`config.mk`:
```
export PLATFORM = sky130hd
export DESIGN_NAME = if_fetch_controller
export DESIGN_NICKNAME = d
export VERILOG_FILES = /design/src/rtl/if_fetch_controller.sv
export SDC_FILE = /design/constraint.sdc
export NUM_CORES = 1
export LEC_CHECK = 0
export ABC_AREA = 1
export CAP_MARGIN = 20
export CORE_MARGIN = 4
export CORE_UTILIZATION = 44
export CTS_CLUSTER_SIZE = 25
export DETAILED_ROUTE_END_ITERATION = 12
export GPL_TIMING_DRIVEN = 0
export PLACE_DENSITY = 0.8
export SLEW_MARGIN = 25
export SYNTH_ARGS = -nofsm -noshare
export SYNTH_HDL_FRONTEND = slang
export SYNTH_SLANG_ARGS = --single-unit
```
`constraint.sdc`:
```
create_clock -name clk -period 2.09 [get_ports clk]
set_clock_uncertainty 0.1 [all_clocks]
set_input_delay 0.5225 -clock clk [delete_from_list [all_inputs] [get_ports clk]]
set_output_delay 0.5225 -clock clk [all_outputs]
set_load 0.02 [all_outputs]
```
`src/rtl/if_fetch_controller.sv`:
```
`default_nettype none
// ============================================================================
// Module   : if_fetch_controller
// Brief    : Instruction-fetch sequencer sharing one memory port between
//            fetch reads and program-loader writes, with stall and redirect.
// Revision : 1.0
// ============================================================================
module if_fetch_controller #(
    parameter int WORD_LEN    = 32,
    parameter int ADDRESS_LEN = 32
) (
    input  logic                   clk,
    input  logic                   rst,
    input  logic                   freeze,
    input  logic                   branch_taken,
    input  logic [ADDRESS_LEN-1:0] branch_address,
    input  logic                   ld_req,
    input  logic [ADDRESS_LEN-1:0] ld_addr,
    input  logic [WORD_LEN-1:0]    ld_data,
    output logic                   ld_gnt,
    output logic                   mem_req,
    output logic                   mem_we,
    output logic [ADDRESS_LEN-1:0] mem_addr,
    output logic [WORD_LEN-1:0]    mem_wdata,
    input  logic [WORD_LEN-1:0]    mem_rdata,
    input  logic                   mem_ack,
    output logic [WORD_LEN-1:0]    instruction,
    output logic                   valid,
    output logic [ADDRESS_LEN-1:0] pc
);

    localparam logic [1:0] c_IDLE  = 2'd0;
    localparam logic [1:0] c_FETCH = 2'd1;
    localparam logic [1:0] c_LOAD  = 2'd2;

    localparam logic [ADDRESS_LEN-1:0] c_PC_STEP = ADDRESS_LEN'(4);

    logic [1:0]             r_state;
    logic [1:0]             w_state_nxt;
    logic [ADDRESS_LEN-1:0] r_pc_reg;
    logic                   r_discard;
    logic                   r_ld_gnt;
    logic                   r_mem_req;
    logic                   r_mem_we;
    logic [ADDRESS_LEN-1:0] r_mem_addr;
    logic [WORD_LEN-1:0]    r_mem_wdata;
    logic [WORD_LEN-1:0]    r_instruction;
    logic                   r_valid;
    logic [ADDRESS_LEN-1:0] r_pc;

    logic                   w_ack_fetch;
    logic                   w_ack_load;
    logic                   w_capture;
    logic                   w_start_load;
    logic                   w_start_fetch;
    logic [ADDRESS_LEN-1:0] w_branch_target;
    logic [ADDRESS_LEN-1:0] w_ld_addr_aligned;
    logic [ADDRESS_LEN-1:0] w_fetch_addr;
    logic [ADDRESS_LEN-1:0] w_pc_inc;
    logic                   w_unused_lsbs;

    assign w_branch_target   = {branch_address[ADDRESS_LEN-1:2], 2'b00};
    assign w_ld_addr_aligned = {ld_addr[ADDRESS_LEN-1:2], 2'b00};
    assign w_unused_lsbs     = ^{branch_address[1:0], ld_addr[1:0]};
    assign w_pc_inc          = r_pc_reg + c_PC_STEP;

    assign w_ack_fetch = (r_state == c_FETCH) && mem_ack;
    assign w_ack_load  = (r_state == c_LOAD) && mem_ack;
    assign w_capture   = w_ack_fetch && !r_discard && !branch_taken;

    // A redirect seen in IDLE fetches straight from the target, so no stale
    // word is ever requested and no discard is needed.
    assign w_fetch_addr = branch_taken ? w_branch_target : r_pc_reg;

    // The grant cycle still sees the loader's held request; ignore it then.
    assign w_start_load  = (r_state == c_IDLE) && ld_req && !r_ld_gnt;
    assign w_start_fetch = (r_state == c_IDLE) && !w_start_load &&
                           (!(r_valid && freeze) || branch_taken);

    always_ff @(posedge clk) begin
        if (!rst) begin
            r_state <= c_IDLE;
        end else begin
            r_state <= w_state_nxt;
        end
    end

    always_comb begin
        w_state_nxt = r_state;
        case (r_state)
            c_IDLE: begin
                if (w_start_load) begin
                    w_state_nxt = c_LOAD;
                end else if (w_start_fetch) begin
                    w_state_nxt = c_FETCH;
                end
            end
            c_FETCH: begin
                if (mem_ack) begin
                    w_state_nxt = c_IDLE;
                end
            end
            c_LOAD: begin
                if (mem_ack) begin
                    w_state_nxt = c_IDLE;
                end
            end
            default: begin
                w_state_nxt = c_IDLE;
            end
        endcase
    end

    // Memory port registers: request/address/data launch on leaving IDLE and
    // stay put until the acknowledge, so nothing depends combinationally on mem_ack.
    always_ff @(posedge clk) begin
        if (!rst) begin
            r_mem_req   <= 1'b0;
            r_mem_we    <= 1'b0;
            r_mem_addr  <= '0;
            r_mem_wdata <= '0;
            r_ld_gnt    <= 1'b0;
        end else begin
            r_ld_gnt <= w_ack_load;
            if (w_start_load) begin
                r_mem_req   <= 1'b1;
                r_mem_we    <= 1'b1;
                r_mem_addr  <= w_ld_addr_aligned;
                r_mem_wdata <= ld_data;
            end else if (w_start_fetch) begin
                r_mem_req  <= 1'b1;
                r_mem_we   <= 1'b0;
                r_mem_addr <= w_fetch_addr;
            end else if (w_ack_fetch || w_ack_load) begin
                r_mem_req <= 1'b0;
            end
        end
    end

    always_ff @(posedge clk) begin
        if (!rst) begin
            r_pc_reg  <= '0;
            r_discard <= 1'b0;
        end else begin
            if (branch_taken) begin
                r_pc_reg <= w_branch_target;
            end else if (w_capture) begin
                r_pc_reg <= w_pc_inc;
            end

            if (w_ack_fetch) begin
                r_discard <= 1'b0;
            end else if ((r_state == c_FETCH) && branch_taken) begin
                r_discard <= 1'b1;
            end
        end
    end

    // IF/ID holding register: a redirect kills it, a capture fills it,
    // otherwise it empties whenever decode is not frozen.
    always_ff @(posedge clk) begin
        if (!rst) begin
            r_instruction <= '0;
            r_valid       <= 1'b0;
            r_pc          <= '0;
        end else begin
            if (branch_taken) begin
                r_valid <= 1'b0;
            end else if (w_capture) begin
                r_valid       <= 1'b1;
                r_instruction <= mem_rdata;
                r_pc          <= w_pc_inc;
            end else if (!freeze) begin
                r_valid <= 1'b0;
            end
        end
    end

    assign ld_gnt      = r_ld_gnt;
    assign mem_req     = r_mem_req;
    assign mem_we      = r_mem_we;
    assign mem_addr    = r_mem_addr;
    assign mem_wdata   = r_mem_wdata;
    assign instruction = r_instruction;
    assign valid       = r_valid;
    assign pc          = r_pc;

endmodule
`default_nettype wire

```
== Word-level counts from Yosys, hierarchy flattened ==
Index checks and enable logic that the tools add are counted.

* Bits in writable memories: 0
* Bits in read-only memories: 0
* Bits in latches: 0
* Logic and storage cells: 64
* Memories: 0
* Flip-flop bits (word level): 167
* Bits of input ports: 134

* Bitwise operators: 2
* Order comparisons: 0
* Mux-type cells: 16
* Reductions and logical operators: 27
* Add/sub/neg operators: 1
* Equality and inequality tests: 5
* $mul: 0
* Shifts and indexed selects: 0
* Div/mod/pow operators: 0

{| class="wikitable"
|+ Operators by type and width
! kind !! number
|-
| $mux W32 || 5
|-
| $add A32 B3 Y32 const B || 1
|-
| $logic_and A1 B1 Y1 || 10
|-
| $reduce_or A2 Y1 || 4
|-
| $mux W1 || 7
|-
| $mux W2 || 3
|-
| $logic_not A1 Y1 || 5
|-
| $ne A2 B1 Y1 const B || 2
|-
| $pmux W2 S2 || 1
|-
| $reduce_and A2 Y1 || 2
|-
| $reduce_bool A2 Y1 || 2
|-
| $ne A3 B3 Y1 const B || 1
|-
| $reduce_bool A3 Y1 || 1
|-
| $eq A2 B1 Y1 const B || 1
|-
| $eq A2 B2 Y1 const B || 1
|-
| $logic_not A2 Y1 || 1
|-
| $logic_or A1 B1 Y1 || 2
|-
| $not A1 Y1 || 2
|}

== Depth between registers and ports, before layout ==
* Depth in word-level cells: 9
* Gate-level depth with buffers: 11
* Depth with buffers taken out: 10

== Worst setup path before layout ==
OpenSTA, ideal clock, no wires.

* Path kind: register to register
* Start: register r_state[0]
* End: register r_mem_addr[10], in the netlist mem_addr[10]
* Clock period less this slack: 1656 ps
* Setup slack: 434 ps
* Arrival time: 1482 ps
* Data required time: 1916 ps
* Library setup time: 74 ps
* Cell stages (with the launch flop): 10
* Path through: dfxtp_1 inv_1 ha_1 nand2_1 nor2_4 inv_2 buf_2 buf_1 nand2_1 a31oi_1

* Word-level cells in the longest chain between the ends: 7
* Elaborated cells between the ends (all ways): 8
* Classes of those cells: mux: 1; reduce/logical: 7

{| class="wikitable"
|+ Ends and longest elaborated chain
! item !! RTL line !! RTL
|-
| start: declaration || 38 || <nowiki>logic [1:0] r_state;</nowiki>
|-
| start signal: assignment || 82 || <nowiki>r_state <= c_IDLE;</nowiki>
|-
| start signal: assignment || 84 || <nowiki>r_state <= w_state_nxt;</nowiki>
|-
| $logic_not A2 Y1 (*) || 76, 77 ||
|-
| $logic_and A1 B1 Y1 (2 in a row) || 76 || <nowiki>assign w_start_load = (r_state == c_IDLE) && ld_req && !r_ld_gnt;</nowiki>
|-
| $logic_not A1 Y1 || 77 || <nowiki>assign w_start_fetch = (r_state == c_IDLE) && !w_start_load &&</nowiki>
|-
| $logic_and A1 B1 Y1 (2 in a row) || 77 ||
|-
| $reduce_bool A2 Y1 (no line) || -- ||
|-
| end signal: assignment || 128 || <nowiki>r_mem_addr <= w_ld_addr_aligned;</nowiki>
|-
| end signal: assignment || 133 || <nowiki>r_mem_addr <= w_fetch_addr;</nowiki>
|-
| end: declaration || 45 || <nowiki>logic [ADDRESS_LEN-1:0] r_mem_addr;</nowiki>
|}

Mark *: on every way between the ends. The rest lies on a longest branch, timed or not.
A chain may end at the register's enable or synchronous reset.

== Worst setup path after layout ==
* Start: register r_mem_addr[15], in the netlist mem_addr[15]
* End: output mem_addr[15]

{| class="wikitable"
|+ RTL lines
! item !! RTL line !! RTL
|-
| end: declaration || 23 || <nowiki>output logic [ADDRESS_LEN-1:0] mem_addr,</nowiki>
|}

No word-level cell between the ends.

==> qor.json <==
{
  "detailed_routing": {
    "routed_antenna_nets": 0,
    "post_drt_wl_per_cell_um": 17.3,
    "residual_drc_count": 0,
    "dr_total_vias": 7830,
    "vias_per_cell": 5.14,
    "number_of_optimization_iterations_in_the_first_detailed_route_pass": 6,
    "drt_first_iter_violations": 632,
    "postRouteWirelength_mm": 26.3
  },
  "yosys": {
    "yosys_warns": 0,
    "yosys_register_bits": 161,
    "seq_area_frac_synth_pct": 46.3,
    "yosys.cell_types.count": 25,
    "netlist_area_um2": 6970,
    "largest_family_of_logic_cells_by_synthesized_area": "simple AND/OR/NAND/NOR gates",
    "adder_cell_share_of_the_synthesized_area_pct": 0.718,
    "synth_simple_gate_area_share_pct": 27.6,
    "synthesis.instances": 1018,
    "post_synth_xor_area_fraction_pct": 1.01,
    "synth_area_per_cell_um2": 6.84,
    "muxShareOfSynthArea_pct": 0,
    "synth-compound-area-share_pct": 17.5
  },
  "global_route": {
    "maximum_number_of_pins_on_one_net_before_global_route_repair": 17,
    "antenna_violations_before_repair": 0,
    "grt_first_pass_wirelength_mm": 39.5,
    "overall_track_demand_over_capacity_in_global_routing_pct": 28.3,
    "via_count_of_the_first_global_routing_pass": 7440,
    "grt_overflow_total": 0
  },
  "critical_path": {
    "worstPathCellList": "clkdlybuf4s50_1",
    "cp_max_fo": 2,
    "end_kind": "output port",
    "max_stage_delay_ps": 630,
    "cp_top_family": "buffers and inverters",
    "critical_path.slowest_cell": "sky130_fd_sc_hd__clkdlybuf4s50_1",
    "worst_ep_required_time_ps": 1470,
    "worst_ep_arrival_time_ps": 1430,
    "setup.worst_path.start_class": "flop",
    "worstPathBufferInverterCount": 1,
    "crit_type": "flop to output port"
  },
  "clock_tree": {
    "clkTransAtPathRegs_ps": 60,
    "worst_skew_late_latency_ps": 430,
    "clkSinkCount": 161,
    "cts_root_buffer": "sky130_fd_sc_hd__clkbuf_16",
    "post_cts_hold_buffer_count": 0,
    "cts_tree": "done",
    "ctsLongestPathBuffers": 2,
    "cts_max_level": 4,
    "cts-buffers-inserted": 17
  },
  "floorplanning": {
    "io_pins": 266,
    "design.die.area_um2": 17900,
    "die_width_um": 134,
    "core_region_area_um2": 15400,
    "fp.dieH_um": 134,
    "fp-row-count": 45,
    "initial_utilization_pct": 45.3
  },
  "finish": {
    "synthToLayoutAreaGrowth_pct": 51.4,
    "diodes": 0,
    "final_cell_count_no_fill": 1522,
    "proportion_of_layout_cells_with_a_drive_suffix_above_1_pct": 6.33,
    "nFillCells": 1350,
    "fin_nets": 1437
  },
  "timing": {
    "hold_viol_final": 0,
    "slew_violations": 0,
    "finalHoldWorstSlack_ps": 364,
    "final.period_utilization_pct": 98.3,
    "tightest_slew_ps": 655,
    "period_minus_slack_ps": 2060,
    "timing.fmax_ghz": 0.487,
    "setup-violations-final": 0,
    "timing.slew.headroom_pct": 56.4
  },
  "power": {
    "clock_network_fraction_of_total_power_pct": 33.4,
    "power_report.internal_total_uw": 6690,
    "p_per_area_nw_per_um2": 938,
    "switchingPower_uw": 3200,
    "report.power.total_uw": 9890,
    "comb_power_share_pct": 29.1,
    "leakage_uw": 0.00429,
    "pwr-share-seq_pct": 37.5,
    "irDropWorstVdd_v": 0.000653,
    "power_switching_share_pct": 32.4
  },
  "placed_design": {
    "count_of_input_and_output_buffers": 256,
    "numPlacedInstances": 1488,
    "dp_hpwl_mm": 20.1,
    "globalplace.congestion": 0.978
  },
  "min_path": {
    "worstHoldPathType": "flop to flop"
  },
  "outcome": {
    "run_status": "finished, final reports clean"
  },
  "job": {
    "cap_viol_max_count": 0
  }
}
==> power groups by stage <==
stage | Sequential (uW) | Clock, uW | Combinational, uW
2_1_floorplan | 4170 | 0 | 991
3_3_place_gp | 3750 | 0 | 2770
3_5_place_dp | 3760 | 0 | 2800
4_1_cts | 3700 | 3330 | 2820
5_1_grt | 3760 | 3470 | 3090
6_report | 3710 | 3300 | 2880
==> synthesized netlist by cell type (all sizes together) <==
master | count | area, um2
nor2 | 204 | 788
xor2 | 8 | 70.1
a21oi | 75 | 379
buf | 32 | 168
nor3 | 1 | 5.00
clkbuf | 30 | 113
ha | 4 | 50.1
inv | 52 | 195
nand3 | 27 | 135
dfxtp | 161 | 3220
nand4 | 1 | 6.26
conb | 1 | 3.75
a31oi | 30 | 188
o21bai | 1 | 7.51
o21ai | 126 | 631
a211oi | 2 | 15.0
nand2 | 263 | 990
==> cell usage in the layout, fill, tap and decap left out, drive strengths merged <==
cell / n
dlygate4sd2: 1
ha: 4
clkinvlp: 3
a21oi: 75
dfxtp: 161
nand4: 1
xor2: 8
nor3: 1
o21ai: 126
clkbuf: 56
conb: 4
o21bai: 1
nand2: 263
nand3: 27
a211oi: 2
a31oi: 30
buf: 30
inv: 56
clkdlybuf4s50: 247
bufinv: 3
nor2: 204
dlymetal6s2s: 8
==> kinds of logic (layout without fill, tap and decap cells) <==
| logic type | after synthesis | count (layout) |
|---|---|---|
| AOI/OAI and AO/OA | 234 | 234 |
| xor gates and xnor gates | 8 | 8 |
| adders and majority gates | 4 | 4 |
| buffers and inverters | 114 | 404 |
| DFF | 161 | 161 |
| other | 1 | 4 |
| and+or+nand+nor | 496 | 496 |
==> final timing paths <==
path                                           startpoint                        end  slack (ps)  depth (start not counted)
worst max register to register    r_state[0]$_SDFFE_PN0P_  mem_addr[18]$_SDFFE_PN0P_         100                          9
worst max-delay path            mem_addr[15]$_SDFFE_PN0P_               mem_addr[15]          30                          1
worst min register to register        pc[11]$_SDFFE_PN0P_        pc[11]$_SDFFE_PN0P_         360                          2
worst min-delay path                  pc[11]$_SDFFE_PN0P_        pc[11]$_SDFFE_PN0P_         360                          2
==> area by class of cell <==
cell class | count | area, um2 | area share, %
Tap cell | 211 | 264 | 2.50
Clock inverter | 10 | 148 | 1.40
Clock buffer | 21 | 470 | 4.46
Timing Repair Buffer | 260 | 2620 | 24.9
Multi-Input combinational cell | 746 | 3310 | 31.4
Buffer | 61 | 314 | 2.98
Sequential cell | 161 | 3220 | 30.6
Inverter | 52 | 195 | 1.85
==> metal layers <==
layer,GRT usage [%],vias up,share of wire (%)
met2,45.4,328,46
met4,11.3,0,2.8
met3,8.55,47,8.2
li1,-,3835,-
met5,0,-,0
met1,35.8,3620,42
==> timing repair <==
item                                    4_1_cts  5_1_grt
pin swaps                                     0        3
endpoints found under the setup margin       26      134
resized for setup                             6       33
setup buffers                                 0        4
==> through the flow <==
stage          worst slack (ps)  instance area [um2]  utilization, %  setup TNS [ps]
3_5_place_dp               -507                 9800            63.8          -46460
3_3_place_gp               -476                 9800            63.8          -42990
4_1_cts                    9.10                10400            67.9               0
6_report                   35.0                10500            68.6               0
2_1_floorplan               434                 6980               -               0
5_1_grt                   -39.3                10500            68.6            -207
Note: power is estimated with default switching activity, not from simulation.
